==> config.mk <==
export PLATFORM = sky130hd
export DESIGN_NAME = day_cycle_sequencer
export DESIGN_NICKNAME = d
export VERILOG_FILES = /design/src/rtl/day_cycle_sequencer.sv
export SDC_FILE = /design/constraint.sdc
export NUM_CORES = 1
export LEC_CHECK = 0
export CORE_AREA = 3 3 85 87
export CTS_CLUSTER_DIAMETER = 50
export DETAILED_ROUTE_END_ITERATION = 10
export DIE_AREA = 0 0 88 90
export PLACE_DENSITY_LB_ADDON = 0.12
export SETUP_SLACK_MARGIN = 0.5
export SYNTH_ARGS = -nofsm -noshare
export SYNTH_HDL_FRONTEND = slang
export SYNTH_SLANG_ARGS = --single-unit
==> constraint.sdc <==
create_clock -name clk_pix -period 2.2 [get_ports clk_pix]
set_clock_uncertainty 0.05 [all_clocks]
set_input_delay 0.44 -clock clk_pix [delete_from_list [all_inputs] [get_ports clk_pix]]
set_output_delay 0.44 -clock clk_pix [all_outputs]
set_load 0.05 [all_outputs]
==> src/rtl/day_cycle_sequencer.sv <==
// Day/night fade sequencer.
// Counts frames on vsync rising edges and walks a repeating NIGHT -> RISE -> DAY -> SET cycle.
// fade_level ramps 0 -> 255 during RISE and 255 -> 0 during SET, one step every STEP_FRAMES
// frames. A pause level freezes everything, and a restart pulse jumps to the start of RISE.
module day_cycle_sequencer #(
  parameter int unsigned STEP_FRAMES  = 2,
  parameter int unsigned HOLD_FRAMES  = 60,
  parameter int unsigned NIGHT_FRAMES = 60
) (
  input  logic       clk_pix,
  input  logic       rst_n,
  input  logic       vsync,
  input  logic       pause,
  input  logic       restart,
  output logic [7:0] fade_level,
  output logic       direction,
  output logic [1:0] phase,
  output logic       cycle_done
);

  // Phase encoding is visible on the phase port, so these values are fixed.
  localparam logic [1:0] StNight = 2'd0;
  localparam logic [1:0] StRise  = 2'd1;
  localparam logic [1:0] StDay   = 2'd2;
  localparam logic [1:0] StSet   = 2'd3;

  // Terminal counts, truncated to the 8-bit counter width.
  localparam logic [7:0] StepLast  = 8'(STEP_FRAMES - 1);
  localparam logic [7:0] HoldLast  = 8'(HOLD_FRAMES - 1);
  localparam logic [7:0] NightLast = 8'(NIGHT_FRAMES - 1);

  logic       vsync_q;
  logic [1:0] phase_q, phase_d;
  logic [7:0] fade_q, fade_d;
  logic       dir_q, dir_d;
  logic       done_q, done_d;
  logic [7:0] pre_cnt_q, pre_cnt_d;
  logic [7:0] dwell_q, dwell_d;

  logic tick;
  logic step;

  // A frame tick is a vsync rising edge seen while not paused. An edge seen during pause is lost.
  assign tick = vsync & ~vsync_q & ~pause;
  assign step = tick & (pre_cnt_q == StepLast);

  // Next-state logic. restart overrides pause and any tick in the same cycle.
  always_comb begin
    phase_d   = phase_q;
    fade_d    = fade_q;
    dir_d     = dir_q;
    pre_cnt_d = pre_cnt_q;
    dwell_d   = dwell_q;
    done_d    = 1'b0;

    if (restart) begin
      phase_d   = StRise;
      fade_d    = 8'd0;
      dir_d     = 1'b0;
      pre_cnt_d = 8'd0;
      dwell_d   = 8'd0;
    end else if (tick) begin
      case (phase_q)
        StNight: begin
          if (dwell_q == NightLast) begin
            phase_d   = StRise;
            dir_d     = 1'b0;
            dwell_d   = 8'd0;
            pre_cnt_d = 8'd0;
            done_d    = 1'b1;
          end else begin
            dwell_d = dwell_q + 8'd1;
          end
        end

        StRise: begin
          if (step) begin
            pre_cnt_d = 8'd0;
            // Saturate at 255 and hand over to DAY on the final step.
            if (fade_q >= 8'd254) begin
              fade_d  = 8'd255;
              phase_d = StDay;
              dwell_d = 8'd0;
            end else begin
              fade_d = fade_q + 8'd1;
            end
          end else begin
            pre_cnt_d = pre_cnt_q + 8'd1;
          end
        end

        StDay: begin
          if (dwell_q == HoldLast) begin
            phase_d   = StSet;
            dir_d     = 1'b1;
            dwell_d   = 8'd0;
            pre_cnt_d = 8'd0;
          end else begin
            dwell_d = dwell_q + 8'd1;
          end
        end

        default: begin // StSet
          if (step) begin
            pre_cnt_d = 8'd0;
            // Saturate at 0 and hand over to NIGHT on the final step.
            if (fade_q <= 8'd1) begin
              fade_d  = 8'd0;
              phase_d = StNight;
              dwell_d = 8'd0;
            end else begin
              fade_d = fade_q - 8'd1;
            end
          end else begin
            pre_cnt_d = pre_cnt_q + 8'd1;
          end
        end
      endcase
    end
  end

  // vsync history register; samples every cycle, even while paused or restarting.
  always_ff @(posedge clk_pix) begin
    if (!rst_n) begin
      vsync_q <= 1'b0;
    end else begin
      vsync_q <= vsync;
    end
  end

  // Sequencer state and counters, synchronous active-low reset.
  always_ff @(posedge clk_pix) begin
    if (!rst_n) begin
      phase_q   <= StNight;
      fade_q    <= 8'd0;
      dir_q     <= 1'b1;
      done_q    <= 1'b0;
      pre_cnt_q <= 8'd0;
      dwell_q   <= 8'd0;
    end else begin
      phase_q   <= phase_d;
      fade_q    <= fade_d;
      dir_q     <= dir_d;
      done_q    <= done_d;
      pre_cnt_q <= pre_cnt_d;
      dwell_q   <= dwell_d;
    end
  end

  assign fade_level = fade_q;
  assign direction  = dir_q;
  assign phase      = phase_q;
  assign cycle_done = done_q;

endmodule

---- Word-level counts from Yosys, hierarchy flattened ----
Index checks and enable logic that the tools add are counted.
operators by class
  mux-type cells .......................... 29
  add/subtract/negate cells ............... 4
  reduce and logical (&&, ||, !) cells .... 18
  bitwise logic cells ..................... 9
  $lt $le $gt $ge ......................... 2
  equal/unequal tests ..................... 13
operators with widths
  operator             number
  $mux 8               12
  $pmux 8 s2           2
  $add 8x1->8 const B  3
  $reduce_and 7->1     2
  $mux 2               6
  $ne 3x3->1 const B   4
  $reduce_bool 3->1    3
  $eq 8x1->1 const B   1
  $eq 8x6->1 const B   1
  $ge 8x8->1 const B   1
  $le 8x1->1 const B   1
  $ne 2x2->1 const B   4
  $reduce_bool 4->1    2
  $sub 8x1->8 const B  1
  $mux 1               7
  $not 1->1            6
  $pmux 2 s3           1
  $reduce_and 5->1     1
  $reduce_bool 5->1    1
  $reduce_and 4->1     1
  $reduce_bool 2->1    2
  $reduce_or 2->1      2
  $reduce_or 4->1      1
  $and 1x1->1          3
  other kinds (7)      7
word-level totals
  logic and storage cells ................. 83
  bits of input ports ..................... 5
  output and inout port bits .............. 12
  register bits after elaboration ......... 29

---- Logic depth before layout (Yosys ltp) ----
  word-level depth ........................ 8
  mapped depth ............................ 9
  depth with buffers taken out ............ 7

---- Worst setup path before layout ----
Ideal clock, no wire load.
  path type ............................... reg2reg
  start ................................... register fade_q[0] (netlist: fade_level[0])
  end ..................................... register dwell_q[5]
  setup time .............................. 79 ps
  buffers on the path ..................... 1
  stages on the path, launching flop included .. 9
  slack ................................... -446 ps
  arrival time ............................ 2517 ps
  path through ............................ dfxtp_1 -> clkbuf_1 -> inv_1 -> ha_1 -> nor2_1 -> nor4b_4 -> a211oi_1 -> o21ai_1 -> o211ai_1
between the ends
  cells in the longest elaborated chain, start to end .. 3
  elaborated cells between the ends (all ways) .. 5
  classes of those cells .................. order compare (2); eq/ne (1); reduce/logical (2)
RTL lines
  element                                                    RTL line  RTL
  from (decl)                                                34        logic [7:0] fade_q, fade_d;
  from (signal assigned)                                     135       fade_q <= 8'd0;
  from (signal assigned)                                     142       fade_q <= fade_d;
  $ge 8x8->1 or $le 8x1->1 (tied branches)                   80, 107
  $ne 2x2->1 (no line) or $reduce_bool 3->1 (tied branches)  n/a
  $reduce_and 5->1 (no line) (*)                             n/a
  to (signal assigned)                                       146       dwell_q <= dwell_d;
  to (decl)                                                  38        logic [7:0] dwell_q, dwell_d;
Mark *: on every way between the ends. The rest lies on a longest branch, timed or not.
A chain may end at the register's enable or synchronous reset.

---- Worst setup path after layout ----
  start ................................... register pre_cnt_q[1]
  end ..................................... register dwell_q[6]
between the ends
  cells in the longest elaborated chain, start to end .. 4
  elaborated cells between the ends (all ways) .. 5
  classes of those cells .................. eq/ne (2); bitwise (1); reduce/logical (2)
RTL lines
  element                                                    RTL line  RTL
  from (decl)                                                37        logic [7:0] pre_cnt_q, pre_cnt_d;
  from (signal assigned)                                     145       pre_cnt_q <= pre_cnt_d;
  $eq 8x1->1 (*)                                             45        assign step = tick & (pre_cnt_q == StepLast);
  $and 1x1->1 (*)                                            45
  $ne 2x2->1 (no line) or $reduce_bool 2->1 (tied branches)  n/a
  $reduce_and 5->1 (no line) (*)                             n/a
Marks and branches as above.

==> key figures <==
Run status
  – Status: complete, no violations

Final layout
  – Final instance area: 0.002660 mm^2
  – Most common cell after layout, fill and taps aside: buf_4
  – Post-route core utilization: between 40% and 50%
  – Nets@finish: 297
  – Layout Area Growth over Synthesis: 37.96%
  – # diodes: 0
  – Multi-input gate area in the final layout: between 0.001 and 0.0015 mm^2
  – Most frequent cells in the layout: buf_4, nor2_1, dfxtp_1
  – Ratio of cells with drive above 1 in the final layout: between 30% and 40%
  – Seq. cell area: roughly 610 um^2
  – Fill count: 673

Job
  – # Max-Cap Violations: 0

STA
  – Final max-slew violation count: 0
  – Final Critical Period: ~2100 ps
  – Slew HR: about three fifths
  – Final Setup Violations: 0
  – RSZ-0062 raised after global routing: true
  – Final Hold Vio Count: 0
  – Least-Margin Pin Slew: a little over 600 ps
  – Maximum clock rate: around 480 MHz
  – WHS: about 370 ps
  – Setup TNS: 0 ps
  – Final worst-path cycle share: between 90 and 100%

Floorplanning
  – Die area: between 0.007 and 0.008 mm^2
  – Row cnt: 29
  – Die Ht: 90 um
  – Initial core utilization: 30.02%
  – Io pins: 17
  – DIE WIDTH: between 80 and 90 um
  – Core area: ~0.0064 mm^2

Logic synthesis
  – Async SR Flop Fraction: 0%
  – Mux cell area share after synthesis: less than 1%
  – Main flop type after synthesis: dfxtp_1
  – Mapped cell area: slightly below 0.002 mm^2
  – Synth warn: 0
  – Synth Register Bits: 29
  – Largest cells by area after synthesis: dfxtp_1, ha_1, nor2_1
  – Post-synth top area share: between 30% and 40%
  – Synth cell types: 52
  – Sequential share of the synthesized area: 30.11%
  – Largest family of logic cells by synthesized area: simple AND/OR/NAND/NOR gates
  – Syn_area_per_cell: 8.000 um^2
  – Post-synth EDFFs: 0
  – Synthesized-area fraction occupied by adder cells: around 7%
  – Xor-xnor portion of the synthesized cell area: 2.726%
  – Cell accounting for the most synthesized area: dfxtp_1
  – Post-Synthesis Cells: ~240
  – Synth Area in Simple Gates: between 30% and 40%
  – Synth Area in Compound Gates: approximately a quarter
  – Net Count, Synth: ~260

Critical path
  – Worst EP required: between 2000 and 2500 ps
  – Crit. Startpoint: pre_cnt_q[1]
  – Arr. time, crit path: approximately 2200 ps
  – Worst path bufs/invs: 2
  – Startpoint types: flop
  – Worst flop-to-flop path startpoint: pre_cnt_q[1]
  – Slowest Stage Delay on Critical Path: approximately 500 ps
  – Crit path max fanout: 7
  – Worst R2R Path Depth: 8
  – R2R setup slack: ~110 ps
  – Critical path class: reg -> reg
  – Reg-to-Reg End: dwell_q[6]
  – Slowest-stage cell, CP: or4b_4
  – CP Capture Type: flop
  – Top delay family on crit path: simple AND/OR/NAND/NOR gates
  – Worst-path cell chain: inv_2 -> ha_4 -> or4b_4 -> buf_4 -> nor2_4 -> a211oi_2 -> o311ai_1 -> o41ai_1

Placed design
  – Routability cong.: 0.7648
  – Placed Area: between 0.002 and 0.0025 mm^2
  – PortBufs: 16
  – Detail Placement HPWL: around 3.8 mm

CTS
  – CTS Buffer Depth: 2
  – Clock Sinks: 29
  – Worst-Skew Late Latency: between 200 and 300 ps
  – CTS tree: yes
  – Clk root buf: clkbuf_8
  – CTS Buf Count: 5
  – H-tree depth: 2
  – Clk pin slew, worst setup/hold paths: approximately 70 ps

Route
  – DRC violations left: 0
  – Vias: between 1500 and 2000
  – DRT antenna net count: 0
  – Final wirelength: 5.306 mm
  – Drt via density: between 5 and 6
  – Drt first pass iters: 5
  – Routed len/inst: 14.78 um
  – DR iter-0 viols: 95

Power and ir drop
  – Gate power share: ~14%
  – Lkg Pwr: just over 0.9 nW
  – Clk pwr share: about two fifths
  – P per Cell Area: 419.2 mW/mm^2
  – Maximum VDD drop: ~360 uV
  – Int Power: just over 0.0008 W
  – Total power: about 0.0011 W
  – Switching power: between 0.0003 and 0.0004 W
  – Share of power burned in registers: between 40% and 50%
  – Switching share of power: around 27%

Global route
  – Initial antenna violation count: 0
  – Tot GR Track Use: roughly 14%
  – Vias in the first global route: 1882
  – First-pass GRT wire length: about 9 mm
  – Global route overflow: 0
  – Largest net degree at the start of global routing: 13

Worst hold path
  – Hold WC Path Type: in -> reg
  – Hold depth: 2
  – Hold_sp: vsync
  – WHS Endpoint: vsync_q
## logic make-up (layout without fill, tap and decap cells)
family / after synthesis / count (layout)
AOI/OAI and AO/OA: 69 / 69
muxes: 1 / 1
buffers and inverters: 25 / 66
and+or+nand+nor: 100 / 100
xor gates and xnor gates: 6 / 6
adders and majority gates: 11 / 11
DFF: 29 / 29
## worst max-delay path by stage
stage,slack (ps),depth (start not counted),end
final,110,8,dwell_q[6]
after global routing,30,9,fade_level[2]
after CTS,110,7,dwell_q[5]
after detailed placement,-320,6,phase[0]
after global placement,-270,6,phase[0]
after floorplan,200,9,fade_level[2]
## flip-flops by register name (all words and copies together) (netlist names)
| name | flops |
|---|---|
| pre_cnt_q | 8 |
| phase | 2 |
| fade_level | 8 |
| direction | 1 |
| cycle_done | 1 |
| vsync_q | 1 |
| dwell_q | 8 |
## layer usage
layer	vias to the layer above	wire length [um]	track usage (%)
li1	980	-	-
met1	889	2586	19.57
met2	42	2458	21.67
met3	2	226	2.468
met4	0	34	3.453
met5	-	0	0
## cell usage after synthesis, drive strengths merged, types with 3 or more instances
library cell and count:
nand4 8, and2 3, a211oi 4, a21oi 12
or3 7, buf 3, ha 11, nor2 23
dfxtp 29, o211ai 4, nor3 6, o31ai 3
o21ai 20, clkbuf 11, nor4b 3, o31a 4
xor2 5, a31oi 6, inv 11, or2 3
nand3 14, nand2 11, o21a 5, nor4 7
and4 3
## timing repair
| item | in CTS | in global routing |
|---|---|---|
| hold buffers | 0 | 0 |
| setup buffers | 6 | 3 |
| gates resized for setup | 39 | 17 |
| endpoints found under the setup margin | 39 | 33 |
| pin swaps | 13 | 5 |
## layout make-up
type	count	area share (%)
Multi-Input combinational cell	187	53.67
Sequential cell	29	22.95
Timing Repair Buffer	47	14.63
Clock buffer	6	2.728
Tap cell	77	3.622
Clock inverter	2	0.3763
Inverter	11	2.023
## power groups by stage
stage | Clock, W | Sequential (W) | Combinational (W)
final | 0.000427 | 0.000532 | 0.000156
after global routing | 0.000472 | 0.000532 | 0.000170
after CTS | 0.000444 | 0.000531 | 0.000150
after detailed placement | 0 | 0.000543 | 0.000141
after global placement | 0 | 0.000543 | 0.000142
after floorplan | 0 | 0.000552 | 0.0000789
## through the flow
step,setup WS (ps),cells
floorplan,204.9,241
detailed placement,-315.7,342
global placement,-274.0,342
global route,34.65,359
finish,113.0,359
CTS,108.4,356
(Power assumes the default switching activity.)
